$ cat src/rtl/cache_fill_fsm.sv
// cache_fill_fsm
//   Miss-handling stage in front of the cache tag/metadata and data arrays.
//   On a miss it fetches one aligned block from a pipelined main memory:
//   it issues one word request per cycle, streams each returned word into
//   the data array, and writes the metadata byte together with the last
//   word so that the next lookup hits.
//
// Ports
//   clk, rst              rising-edge clock, asynchronous active-high reset
//   miss_detected         lookup missed (level, held until the fill is done)
//   miss_address          byte address of the missing access
//   memory_data_valid     memory returns one word this cycle
//   memory_data           returned word
//   mem_en / mem_addr     word read request and its byte address
//   data_we               write one word into the data array
//   fill_word_idx         word slot within the block for data_we
//   data_out              word to write (memory_data while data_we, else 0)
//   meta_we / meta_out    metadata write, meta_out = {valid=1, lru=0, tag}
//   fsm_busy              fill in progress; stalls the pipeline
//   fill_done             one-cycle pulse, same cycle as meta_we
//   fill_count            (FILL_PERF_CNT_EN only) saturating count of fills
//
// Build option
//   FILL_PERF_CNT_EN  adds the fill_count port and its counter.
//
// Handshake: there is no backpressure in either direction. A request is
// issued every cycle that mem_en is 1, and a returned word is consumed on
// every cycle memory_data_valid is 1 while a fill is in progress; words
// arriving while idle are dropped. Every output is combinational from the
// registered state and the current inputs, and is 0 unless its strobe is
// active.
module cache_fill_fsm #(
  parameter int ADDR_W          = 16,
  parameter int WORDS_PER_BLOCK = 8,
  parameter int INDEX_W         = 6
) (
  input  logic                               clk,
  input  logic                               rst,
  input  logic                               miss_detected,
  input  logic [ADDR_W-1:0]                  miss_address,
  input  logic                               memory_data_valid,
  input  logic [15:0]                        memory_data,
  output logic                               mem_en,
  output logic [ADDR_W-1:0]                  mem_addr,
  output logic                               data_we,
  output logic [$clog2(WORDS_PER_BLOCK)-1:0] fill_word_idx,
  output logic [15:0]                        data_out,
  output logic                               meta_we,
  output logic [7:0]                         meta_out,
  output logic                               fsm_busy,
  output logic                               fill_done
`ifdef FILL_PERF_CNT_EN
  ,
  output logic [15:0]                        fill_count
`endif
);

  localparam int OFF_W = $clog2(WORDS_PER_BLOCK * 2);
  localparam int TAG_W = ADDR_W - INDEX_W - OFF_W;
  localparam int IDX_W = $clog2(WORDS_PER_BLOCK);
  localparam int CNT_W = IDX_W + 1;
  localparam int BLK_W = ADDR_W - OFF_W;

  localparam logic [CNT_W-1:0] ISSUE_END = CNT_W'(WORDS_PER_BLOCK);
  localparam logic [IDX_W-1:0] RECV_LAST = IDX_W'(WORDS_PER_BLOCK - 1);

  typedef enum logic {
    IDLE = 1'b0,
    FILL = 1'b1
  } state_t;

  state_t           state;
  state_t           state_nxt;
  logic [CNT_W-1:0] issue_cnt;   // requests issued so far, 0..WORDS_PER_BLOCK
  logic [IDX_W-1:0] recv_cnt;    // words received so far
  logic [BLK_W-1:0] base_blk;    // block address, offset bits implied zero
  logic [TAG_W-1:0] base_tag;

  assign base_tag = base_blk[BLK_W-1:INDEX_W];

  // State and datapath registers. The base is latched only when a fill
  // starts, so miss_address changes during a fill have no effect.
  always_ff @(posedge clk or posedge rst) begin
    if (rst) begin
      state     <= IDLE;
      issue_cnt <= '0;
      recv_cnt  <= '0;
      base_blk  <= '0;
    end else begin
      state <= state_nxt;
      if (state == IDLE) begin
        if (miss_detected) begin
          base_blk  <= miss_address[ADDR_W-1:OFF_W];
          issue_cnt <= '0;
          recv_cnt  <= '0;
        end
      end else begin
        if (mem_en) begin
          issue_cnt <= issue_cnt + CNT_W'(1);
        end
        if (data_we) begin
          recv_cnt <= recv_cnt + IDX_W'(1);
        end
      end
    end
  end

  // Next state and outputs.
  always_comb begin
    state_nxt     = state;
    mem_en        = 1'b0;
    mem_addr      = '0;
    data_we       = 1'b0;
    fill_word_idx = '0;
    data_out      = '0;
    meta_we       = 1'b0;
    meta_out      = '0;
    fsm_busy      = 1'b0;
    fill_done     = 1'b0;

    if (state == IDLE) begin
      if (miss_detected) begin
        state_nxt = FILL;
      end
    end else begin
      fsm_busy = 1'b1;
      // Requests go out back to back in the first cycles of the fill.
      if (issue_cnt < ISSUE_END) begin
        mem_en   = 1'b1;
        mem_addr = {base_blk, OFF_W'(0)} + ADDR_W'({issue_cnt, 1'b0});
      end
      // Returned words arrive in request order, so the receive count is
      // the word slot; gaps in valid simply pause it.
      if (memory_data_valid) begin
        data_we       = 1'b1;
        fill_word_idx = recv_cnt;
        data_out      = memory_data;
        if (recv_cnt == RECV_LAST) begin
          meta_we   = 1'b1;
          meta_out  = 8'({1'b1, 1'b0, base_tag});
          fill_done = 1'b1;
          state_nxt = IDLE;
        end
      end
    end
  end

`ifdef FILL_PERF_CNT_EN
  // Completed-fill counter; an aborted fill never pulses fill_done.
  always_ff @(posedge clk or posedge rst) begin
    if (rst) begin
      fill_count <= '0;
    end else if (fill_done && (fill_count != 16'hFFFF)) begin
      fill_count <= fill_count + 16'd1;
    end
  end
`endif

endmodule

$ cat config.mk
export PLATFORM = sky130hd
export DESIGN_NAME = cache_fill_fsm
export DESIGN_NICKNAME = d
export VERILOG_FILES = /design/src/rtl/cache_fill_fsm.sv
export SDC_FILE = /design/constraint.sdc
export NUM_CORES = 1
export LEC_CHECK = 0
export BUFFER_PORTS_ARGS = -buffer_cell sky130_fd_sc_hd__buf_2
export CORE_MARGIN = 2
export CORE_UTILIZATION = 37
export CTS_CLUSTER_DIAMETER = 80
export DETAILED_ROUTE_END_ITERATION = 7
export PLACE_DENSITY = 0.75
export SYNTH_ARGS = -nofsm -noshare
export SYNTH_HDL_FRONTEND = slang
export SYNTH_SLANG_ARGS = --single-unit
$ cat constraint.sdc
create_clock -name clk -period 1.67 [get_ports clk]
set_input_delay 0.501 -clock clk [delete_from_list [all_inputs] [get_ports clk]]
set_output_delay 0.501 -clock clk [all_outputs]
set_load 0.01 [all_outputs]
==> results.json <==
{
  "status": "finished with violations",
  "violations": "negative setup slack",
  "clockRootBuffer": "clkbuf_4",
  "synth-seq-cells": 20,
  "num_rows": 21,
  "htree_levels": 1,
  "routed_via_density": 4.83,
  "drtAntennaViolNets": 0,
  "syn_inst": 117,
  "num_antenna_cells": 0,
  "globalplace.congestion": 0.691,
  "finalCritPeriodShare_pct": 120,
  "fin_cells": 257,
  "core_sq_um": 3310,
  "area_growth_pct": 91.9,
  "io_pins": 84,
  "synthMuxAreaShare_pct": 17.5,
  "clkTransAtPathRegs_ps": 110,
  "critical_path_class": "reg2out",
  "avgSynthCellArea_sq_um": 10.7,
  "setup.worst_path.end_class": "output port",
  "drive_gt1_share_pct": 78.7,
  "wl_per_cell_um": 15.2,
  "io_buffer_count": 77,
  "mostFrequentLayoutCells": "49 x buf_6, 32 x buf_2, 21 x and2_4, 21 x and3_4, 19 x dfrtp_1",
  "dr.pass1.iters": 3,
  "nNetsFinal": 251,
  "grt_setup_unrepaired": "true",
  "synth.distinct_cells": 28,
  "drv_cap": 0,
  "synth_compound_area_share_pct": 3.18,
  "clock.fmax_mhz": 498,
  "p_leak_nw": 1.21,
  "final_common_cell": "buf_6",
  "dieArea_sq_um": 3880,
  "synth_top_family_by_area": "simple AND/OR/NAND/NOR gates",
  "cts_buffers": 3,
  "critPathLaunchType": "flop",
  "arrival_ps": 1510,
  "vdd_drop_max_mv": 0.979,
  "post-place-ws_ps": -200,
  "grt_max_degree": 24,
  "overflow": 0,
  "grtUsageTotal_pct": 18.8,
  "slew_viol_final": 0,
  "finalHoldViolations": 0,
  "finish.utilization_pct": 72.9,
  "power_mw": 3.66,
  "antenna_found_initial": 0,
  "hpwlAfterDp_um": 2140,
  "synthXorXnorAreaFrac_pct": 1.39,
  "crit_fanout": 5,
  "ys_warn_count": 0,
  "cts_tree": "yes",
  "first_global_vias": 1257,
  "synth_simple_gate_area_share_pct": 28.1,
  "dp.cells": 238,
  "cts_buffer_depth": 2,
  "first_iter_violations": 40,
  "crit_required_ps": 1170,
  "cts_hold_buf": 0,
  "ys_seq_area_share_pct": 39.8,
  "initial_core_util_pct": 38.0,
  "grt_first_pass_wirelength_um": 5840,
  "whs_ps": 199,
  "fp.dieW_um": 62.3,
  "syn_area_sq_um": 1260,
  "clock_skew_ps": 2.67,
  "holdCritPathClass": "in2async",
  "setup_ws_ps": -337,
  "setup_violations": 46,
  "drcViolationCount": 0,
  "dr_total_vias": 1242,
  "min_period_ps": 2010,
  "chipHeight_um": 62.3,
  "worst_skew_pair.late_latency_ps": 300,
  "cts_sinks": 20,
  "cellPowerDensity_nw_per_um2": 1520,
  "wl_um": 3910,
  "synthAdderAreaFrac_pct": 2.99
}
## synthesized netlist by cell type
library cell  number  area share (%)
mux2i_1            4             3.2
o211ai_1           1            0.60
nand2b_1           2            0.99
nor2_1             3            0.90
xor2_1             1            0.70
a22o_1             1            0.70
nand2_1            1            0.30
and2_1            22              11
buf_4              6             3.6
and2b_1            1            0.60
dfrtp_1           20              40
inv_1              1            0.30
or3b_2             1            0.70
clkbuf_1           4             1.2
buf_6              1            0.90
conb_1             1            0.30
nor2b_4            1             1.1
nor3b_1            2             1.2
xnor2_1            1            0.70
mux2_2             4             3.6
nand4bb_1          1            0.90
nor2b_1            1            0.50
mux2_4             9              11
and3_1            20              10
a41oi_1            1            0.70
buf_2              2            0.80
a21o_1             2             1.2
ha_1               3             3.0
## power by group
| group | internal, mW | total [mW] | switching, mW |
|---|---|---|---|
| Combinational | 1.59 | 2.44 | 0.842 |
| Clock | 0.133 | 0.280 | 0.147 |
| Sequential | 0.728 | 0.946 | 0.219 |
## worst paths after layout
kind                            slack [ps]  cells past startpoint               startpoint                       end
worst max register to register          80                      5          state$_DFF_PP0_  base_blk[11]$_DFFE_PP0P_
min in group clk                       420                      2          miss_address[4]   base_blk[0]$_DFFE_PP0P_
worst max-delay path                  -340                      5  recv_cnt[1]$_DFFE_PP0P_               meta_out[3]
worst min register to register         530                      1  base_blk[0]$_DFFE_PP0P_   base_blk[0]$_DFFE_PP0P_
max in group asynchronous             1240                      3                      rst           state$_DFF_PP0_
worst min-delay path                   200                      3                      rst   base_blk[0]$_DFFE_PP0P_
## critical path: stages (launching register included)
cell and delay (ps):
dfrtp_1 410, ha_2 210, ha_4 160, and3_4 180, and2_4 140, buf_6 110
## kinds of logic after synthesis
group	after synthesis
flops	20
compound gates	5
fa+ha+maj	3
simple gates	55
other cells	1
buf+inv	14
mux	17
xor+xnor	2
## routing by layer
metal | share of wire [%] | up-vias | wire length [um] | GRT usage [%]
li1 | - | 584 | - | -
met5 | 0 | - | 0 | 0
met2 | 52 | 64 | 2010 | 35.6
met1 | 39 | 589 | 1530 | 20.9
met4 | 0.92 | 0 | 36 | 5.00
met3 | 8.4 | 5 | 330 | 4.53
## flip-flops by register name (all words and copies together) (netlist names)
name,cells
state,1
issue_cnt,4
recv_cnt,3
base_blk,12
## area by class of cell
| class | count | area (sq um) |
|---|---|---|
| timing repair buffer | 100 | 947 |
| fill | 242 | 897 |
| multi-input combinational | 86 | 867 |
| sequential | 20 | 502 |
| tap | 46 | 57.6 |
| clock buffer | 4 | 36.3 |
| inverter | 1 | 3.75 |
## metrics by stage
stage,instance area (sq um),TNS (ps)
4_1_cts,2180,-8760
6_report,2410,-8330
2_1_floorplan,1290,0
3_3_place_gp,1730,-1000
3_5_place_dp,1730,-1390
5_1_grt,2410,-11160
## what timing repair did
item                       in CTS  in global routing
setup buffers                   7                  3
pin swaps                      16                  0
cloned                          5                  0
gates resized for setup        54                 45
setup endpoints to repair      45                 46
(Power assumes the default switching activity.)
